--- config.mk ---
export PLATFORM = sky130hd
export DESIGN_NAME = spimaster_flat
export DESIGN_NICKNAME = d
export VERILOG_FILES = /design/src/rtl/spi_pkg.sv /design/src/rtl/spimaster_if.sv /design/src/rtl/spimaster.sv /design/src/flat_wrapper.sv
export SDC_FILE = /design/constraint.sdc
export NUM_CORES = 1
export LEC_CHECK = 0
export ABC_AREA = 1
export BUFFER_PORTS_ARGS = -buffer_cell sky130_fd_sc_hd__buf_2
export CELL_PAD_IN_SITES_DETAIL_PLACEMENT = 0
export CELL_PAD_IN_SITES_GLOBAL_PLACEMENT = 2
export CORE_AREA = 5 5 79 81
export CTS_BUF_LIST = sky130_fd_sc_hd__clkbuf_2
export CTS_CLUSTER_DIAMETER = 150
export CTS_CLUSTER_SIZE = 10
export DETAILED_ROUTE_END_ITERATION = 16
export DIE_AREA = 0 0 84 86
export GPL_TIMING_DRIVEN = 0
export HOLD_SLACK_MARGIN = 0.15
export PLACE_DENSITY_LB_ADDON = 0.12
export SYNTH_ARGS = -nofsm -noshare
export SYNTH_HDL_FRONTEND = slang
export SYNTH_SLANG_ARGS = --single-unit
--- constraint.sdc ---
create_clock -name clk -period 1.7 [get_ports clk]
set_clock_uncertainty 0.05 [all_clocks]
set_input_delay 0.34 -clock clk [delete_from_list [all_inputs] [get_ports clk]]
set_output_delay 0.34 -clock clk [all_outputs]
set_load 0.05 [all_outputs]
--- src/rtl/spi_pkg.sv ---
// Shared SPI definitions: mode constants, frame width and master state encoding.
package spi_pkg;

  localparam int FRAME_W = 8;

  // Mode 0: SCK idles low (CKP=0), data launched on rise and captured on fall (CKE=0).
  localparam logic CKP = 1'b0;
  localparam logic CKE = 1'b0;

  typedef enum logic [2:0] {
    ST_IDLE   = 3'd0,
    ST_LEAD   = 3'd1,
    ST_SCK_HI = 3'd2,
    ST_SCK_LO = 3'd3,
    ST_TRAIL  = 3'd4,
    ST_GAP    = 3'd5
  } spi_state_e;

  function automatic int max4(input int a, input int b, input int c, input int d);
    int m;
    m = a;
    if (b > m) m = b;
    if (c > m) m = c;
    if (d > m) m = d;
    return m;
  endfunction

endpackage

--- src/rtl/spimaster_if.sv ---
// Byte handshake plus SPI pins of the SPI master; "slave" is the user/peripheral side.
interface spimaster_if;
  import spi_pkg::*;

  logic               sck;
  logic               sdo;
  logic               sdi;
  logic               ss;
  logic [FRAME_W-1:0] data_i;
  logic [FRAME_W-1:0] data_o;
  logic               ld;
  logic               rdy;
  logic               busy;

  modport master (
    output sck, sdo, ss, data_o, rdy, busy,
    input  sdi, data_i, ld
  );

  modport slave (
    input  sck, sdo, ss, data_o, rdy, busy,
    output sdi, data_i, ld
  );

endinterface

--- src/rtl/spimaster.sv ---
// Mode-0 SPI master: one byte per frame, SS/SCK timed by a single down-counter.
module spimaster
  import spi_pkg::*;
#(
  parameter int DIV   = 4,
  parameter int LEAD  = 2,
  parameter int TRAIL = 2,
  parameter int GAP   = 2
) (
  input  logic        clk,
  input  logic        rst,
  spimaster_if.master bus
);

  localparam int CNT_MAX = max4(DIV, LEAD, TRAIL, GAP);
  localparam int CNT_W   = (CNT_MAX > 1) ? $clog2(CNT_MAX) : 1;
  localparam int BIT_W   = $clog2(FRAME_W);

  typedef logic [CNT_W-1:0] cnt_t;
  typedef logic [BIT_W-1:0] bit_t;

  // Counter reload values: every state lasts exactly its parameter in clk cycles.
  localparam cnt_t DIV_LD   = cnt_t'(DIV - 1);
  localparam cnt_t LEAD_LD  = cnt_t'(LEAD - 1);
  localparam cnt_t TRAIL_LD = cnt_t'(TRAIL - 1);
  localparam cnt_t GAP_LD   = cnt_t'(GAP - 1);
  localparam bit_t LAST_BIT = bit_t'(FRAME_W - 1);

  spi_state_e         state_q, state_d;
  cnt_t               cnt_q, cnt_d;
  bit_t               bitcnt_q, bitcnt_d;
  logic [FRAME_W-1:0] tx_sr_q, tx_sr_d;
  logic [FRAME_W-1:0] rx_sr_q, rx_sr_d;
  logic [FRAME_W-1:0] data_o_q, data_o_d;
  logic               sck_q, sck_d;
  logic               sdo_q, sdo_d;
  logic               ss_q, ss_d;
  logic               rdy_q, rdy_d;
  logic               busy_q, busy_d;
  logic               cnt_last;

  assign cnt_last = (cnt_q == '0);

  always_ff @(posedge clk) begin
    // NOTE: state registers use non-blocking assignments so every register samples the pre-edge values.
    if (rst) begin
      state_q  <= ST_IDLE;
      cnt_q    <= '0;
      bitcnt_q <= '0;
      tx_sr_q  <= '0;
      rx_sr_q  <= '0;
      data_o_q <= '0;
      sck_q    <= CKP;
      sdo_q    <= 1'b0;
      ss_q     <= 1'b1;
      rdy_q    <= 1'b0;
      busy_q   <= 1'b0;
    end else begin
      state_q  <= state_d;
      cnt_q    <= cnt_d;
      bitcnt_q <= bitcnt_d;
      tx_sr_q  <= tx_sr_d;
      rx_sr_q  <= rx_sr_d;
      data_o_q <= data_o_d;
      sck_q    <= sck_d;
      sdo_q    <= sdo_d;
      ss_q     <= ss_d;
      rdy_q    <= rdy_d;
      busy_q   <= busy_d;
    end
  end

  always_comb begin
    // NOTE: every output of this block gets a default first so no path can infer a latch.
    state_d  = state_q;
    cnt_d    = cnt_q;
    bitcnt_d = bitcnt_q;
    tx_sr_d  = tx_sr_q;
    rx_sr_d  = rx_sr_q;
    data_o_d = data_o_q;
    sck_d    = sck_q;
    sdo_d    = sdo_q;
    ss_d     = ss_q;
    rdy_d    = 1'b0;

    if (state_q != ST_IDLE && !cnt_last) cnt_d = cnt_q - 1'b1;

    unique case (state_q)
      ST_IDLE: begin
        if (bus.ld) begin
          tx_sr_d  = bus.data_i;
          bitcnt_d = '0;
          ss_d     = 1'b0;
          cnt_d    = LEAD_LD;
          state_d  = ST_LEAD;
        end
      end
      ST_LEAD: begin
        if (cnt_last) begin
          sck_d   = ~CKP;
          sdo_d   = tx_sr_q[FRAME_W-1];
          cnt_d   = DIV_LD;
          state_d = ST_SCK_HI;
        end
      end
      ST_SCK_HI: begin
        if (cnt_last) begin
          sck_d    = CKP;
          rx_sr_d  = {rx_sr_q[FRAME_W-2:0], bus.sdi};
          bitcnt_d = bitcnt_q + 1'b1;
          if (bitcnt_q == LAST_BIT) begin
            cnt_d   = TRAIL_LD;
            state_d = ST_TRAIL;
          end else begin
            cnt_d   = DIV_LD;
            state_d = ST_SCK_LO;
          end
        end
      end
      ST_SCK_LO: begin
        if (cnt_last) begin
          // The bit launched now is the MSB of the shifted register.
          tx_sr_d = {tx_sr_q[FRAME_W-2:0], 1'b0};
          sck_d   = ~CKP;
          sdo_d   = tx_sr_q[FRAME_W-2];
          cnt_d   = DIV_LD;
          state_d = ST_SCK_HI;
        end
      end
      ST_TRAIL: begin
        if (cnt_last) begin
          ss_d     = 1'b1;
          data_o_d = rx_sr_q;
          rdy_d    = 1'b1;
          cnt_d    = GAP_LD;
          state_d  = ST_GAP;
        end
      end
      ST_GAP: begin
        if (cnt_last) state_d = ST_IDLE;
      end
      default: state_d = ST_IDLE;
    endcase

    busy_d = (state_d != ST_IDLE);
  end

  assign bus.sck    = sck_q;
  assign bus.sdo    = sdo_q;
  assign bus.ss     = ss_q;
  assign bus.rdy    = rdy_q;
  assign bus.busy   = busy_q;
  assign bus.data_o = data_o_q;

endmodule
--- src/flat_wrapper.sv ---
// flat-port wrapper written by rule: the top's interface ports become plain ports
module spimaster_flat import spi_pkg::*;
#(
  parameter int DIV   = 4,
  parameter int LEAD  = 2,
  parameter int TRAIL = 2,
  parameter int GAP   = 2
)
  (clk, rst, bus_sck, bus_sdo, bus_ss, bus_data_o, bus_rdy, bus_busy, bus_sdi, bus_data_i, bus_ld);
  spimaster_if bus_i ();
  input  logic clk;
  input  logic rst;
  output wire logic [$bits(bus_i.sck)-1:0] bus_sck;
  output wire logic [$bits(bus_i.sdo)-1:0] bus_sdo;
  output wire logic [$bits(bus_i.ss)-1:0] bus_ss;
  output wire logic [$bits(bus_i.data_o)-1:0] bus_data_o;
  output wire logic [$bits(bus_i.rdy)-1:0] bus_rdy;
  output wire logic [$bits(bus_i.busy)-1:0] bus_busy;
  input wire logic [$bits(bus_i.sdi)-1:0] bus_sdi;
  input wire logic [$bits(bus_i.data_i)-1:0] bus_data_i;
  input wire logic [$bits(bus_i.ld)-1:0] bus_ld;
  assign bus_sck = bus_i.sck;
  assign bus_sdo = bus_i.sdo;
  assign bus_ss = bus_i.ss;
  assign bus_data_o = bus_i.data_o;
  assign bus_rdy = bus_i.rdy;
  assign bus_busy = bus_i.busy;
  assign bus_i.sdi = bus_sdi;
  assign bus_i.data_i = bus_data_i;
  assign bus_i.ld = bus_ld;
  spimaster #(.DIV(DIV), .LEAD(LEAD), .TRAIL(TRAIL), .GAP(GAP)) u_core (.clk(clk), .rst(rst), .bus(bus_i));
endmodule
==> results.md <==
- Cts bufs inserted: 5
- CP most frequent cell: nand2_1
- Residual DRC count: 0
- Final-report hold violation count: 0
- PD cells: roughly 1500 nW/um2
- Hold endpoint: u_core.tx_sr_q[1]$_SDFFE_PP0P_
- IO buf count: 24
- Worst R2R Start: u_core.cnt_q[0]$_SDFF_PP0_
- DP Area: between 1500 and 2000 um2
- Post-Syn Nets: 259
- VDD IR max: 0.610 mV
- Core area: 5410 um2
- Critical path type: flip-flop to flip-flop
- Htree depth: 2
- DR iter-0 viols: 60
- Status: complete, no violations
- Synthesized area per cell: 6.95 um2
- Antenna violations before repair: 0
- Routability cong.: 0.734
- First-pass GRT wire length: 6700 um
- Post-layout min period: 1540 ps
- Most frequent cells in the layout: nand2_1, nor2_1, dfxtp_1, buf_2
- Top sig layer: met4
- Commonest non-fill, non-tap cell in the layout: nand2_1
- Critical Path End Type: flip-flop
- R2r setup slk: about 160 ps
- DIE AREA: 7220 um2
- CP startpoint: u_core.cnt_q[0]$_SDFF_PP0_
- Number of stages on the worst setup path: 10
- Router iterations before antenna repair: 4
- FP Rows: 27
- Vias/cell: 4.19
- Worst hold start: bus_data_i[1]
- WL met2: roughly 1700 um
- Overflow after GRT: 0
- Largest net degree at the start of global routing: 12
- Crit path cell chain: inv_1, ha_1, buf_6, clkinvlp_4, nand2_1, nor2_1, nor2_1, nand2_1, o21bai_1, nand2_1
- WL per Instance: 11.0 um
- Die W: 84 um
- Max Cap Viol: 0
- Wire length on met3: between 150 and 200 um
- Post-route clock period utilization: 90.6%
- Final non-filler cell total: 349
- Max FO, Critical Path: 9
- Hold path depth: 5
- DRT Wirelength: ~3900 um
- Num Clock Sinks: 37
- Clock transition at path regs: around 190 ps
- HPWL Detailed: 2870 um
- R2r endpoint: u_core.bus.busy$_SDFF_PP0_
- Startpoint types: flip-flop
- Synth-to-Final Area Change: 16.2%
- GRT Total Usage: 11.8%
- Post-route ant nets: 0
- CP max-delay cell: dfxtp_1
- RSZ-0062 raised after global routing: no
- Worst reg-to-reg path cell count: 10
- Buf+Inv Stages, Crit Path: 3
- Setup TNS: 0 ps
- YS warnings: 0
- P_leak: 0.000986 uW
- Share of cells above drive strength 1: 20.2%
- Count of state elements after synthesis: 37
- Metal-1 WL: 1970 um
- Top delay family on crit path: buffers and inverters
- Starting Density: about a third
- Slowest Stage Delay on Critical Path: about 360 ps
- Clock Latency Late Sink: 370 ps
- Netlist cell types: 22
- Vias in the first global route: 1,416
- Worst-Margin Slew: ~310 ps
- Final setup fails: 0
- Max-slew violation count: 0
- Critical path arrival: roughly 1800 ps
- CP required: just under 2000 ps
- Nets: 292
- CTS Buffer Depth: 2
- Post-synthesis instance area: 1700 um2
- Chip height: roughly 86 um
- I/O pin count: 25
- Final Cell Area: 1970 um2
- Sequential share of the synthesized area: 43.7%
- Hold Crit Class: input pin to flip-flop
- Relative slew margins: about four fifths
- Inst Count DP: 340
- FMAX: around 650 MHz
- Min Hold Slack: 209 ps
- Overall power: 2870 uW
- Vias: roughly 1,500
- N_diodes: 0
- Clk root buf: clkbuf_2
- CTS tree: yes
- Synthesized netlist cell count: 244
- Fillers: 653
==> through the flow <==
step | utilization, % | setup slack (ps)
floorplan | - | 333
global placement | 35.3 | 36.4
detailed placement | 35.3 | 58.2
CTS | 36.3 | 60.2
global route | 36.5 | 27.9
finish | 36.5 | 160
==> area by class of cell <==
| cell class | count | area, um2 | area share (%) |
|---|---|---|---|
| Buffer | 5 | 37.5 | 1.90 |
| Multi-Input combinational cell | 175 | 815 | 41.3 |
| Tap cell | 72 | 90.1 | 4.57 |
| Inverter | 27 | 113 | 5.71 |
| Sequential cell | 37 | 741 | 37.6 |
| Clock buffer | 5 | 25.0 | 1.27 |
| Clock inverter | 2 | 11.3 | 0.571 |
| Timing Repair Buffer | 26 | 140 | 7.11 |
==> timing repair <==
item                                    4_1_cts  5_1_grt
hold endpoints to repair                      4        0
gates resized for setup                       0        4
hold buffers                                  2        0
endpoints found under the setup margin        0        6
setup buffers                                 0        0
==> per-layer routing <==
metal	global-route usage (%)	up-vias
li1	-	822
met1	14.8	615
met4	3.51	0
met3	3.84	4
met2	19.2	20
met5	0	-
==> flip-flops by register name, summed over array words and instances, names as in the netlist <==
signal             count
u_core.bus.sdo         1
u_core.rx_sr_q         8
u_core.bus.data_o      8
u_core.bus.sck         1
u_core.bitcnt_q        3
u_core.bus.rdy         1
u_core.cnt_q           2
u_core.state_q         3
u_core.bus.ss          1
u_core.tx_sr_q         8
u_core.bus.busy        1
==> report_power, final <==
part           total (uW)  switching (uW)  leakage, uW  internal, uW
clock                 373             284    0.0000225          88.8
sequential           1220             135     0.000303          1080
combinational        1280             853     0.000660           427
total                2870            1270     0.000986          1600
==> worst max-delay path by stage <==
stage,to,slack (ps)
6_report,u_core.bus.busy$_SDFF_PP0_,160
3_5_place_dp,u_core.bus.busy$_SDFF_PP0_,60
3_3_place_gp,u_core.bus.busy$_SDFF_PP0_,40
2_1_floorplan,u_core.bus.busy$_SDFF_PP0_,330
4_1_cts,u_core.bus.busy$_SDFF_PP0_,60
5_1_grt,u_core.bus.busy$_SDFF_PP0_,30
==> cells in the mapped netlist <==
library cell  number  share of area, %
nand2_1           63                14
nor2_1            52                12
dfxtp_1           37                44
inv_1             18               4.0
o21ai_0           17               5.0
o21ai_1           10               2.9
a21oi_1            8               2.4
nand3_1            8               2.4
inv_2              6               1.3
nand2_4            4               2.7
ha_1               3               2.2
inv_4              3               1.1
nand2_2            3               1.1
buf_2              2              0.59
nand3b_1           2              0.88
nor2_2             2              0.74
buf_4              1              0.44
buf_6              1              0.66
clkbuf_1           1              0.22
nand2_8            1               1.2
nor2_4             1              0.66
o21bai_1           1              0.44
==> worst min-delay path, cell delays in order <==
cell and delay [ps]:
buf_2 80, nand2_1 40, nand2_1 50, nor2_1 40, nor2_1 70
==> kinds of logic (layout without fill, tap and decap cells) <==
kind of cell | after synthesis | in the layout | share of synthesized area, %
buffers and inverters | 32 | 65 | 8.33
AOI/OAI and AO/OA | 36 | 36 | 10.8
and+or+nand+nor | 136 | 136 | 35.0
adders and majority gates | 3 | 3 | 2.21
DFF | 37 | 37 | 43.7
(Power assumes the default switching activity.)
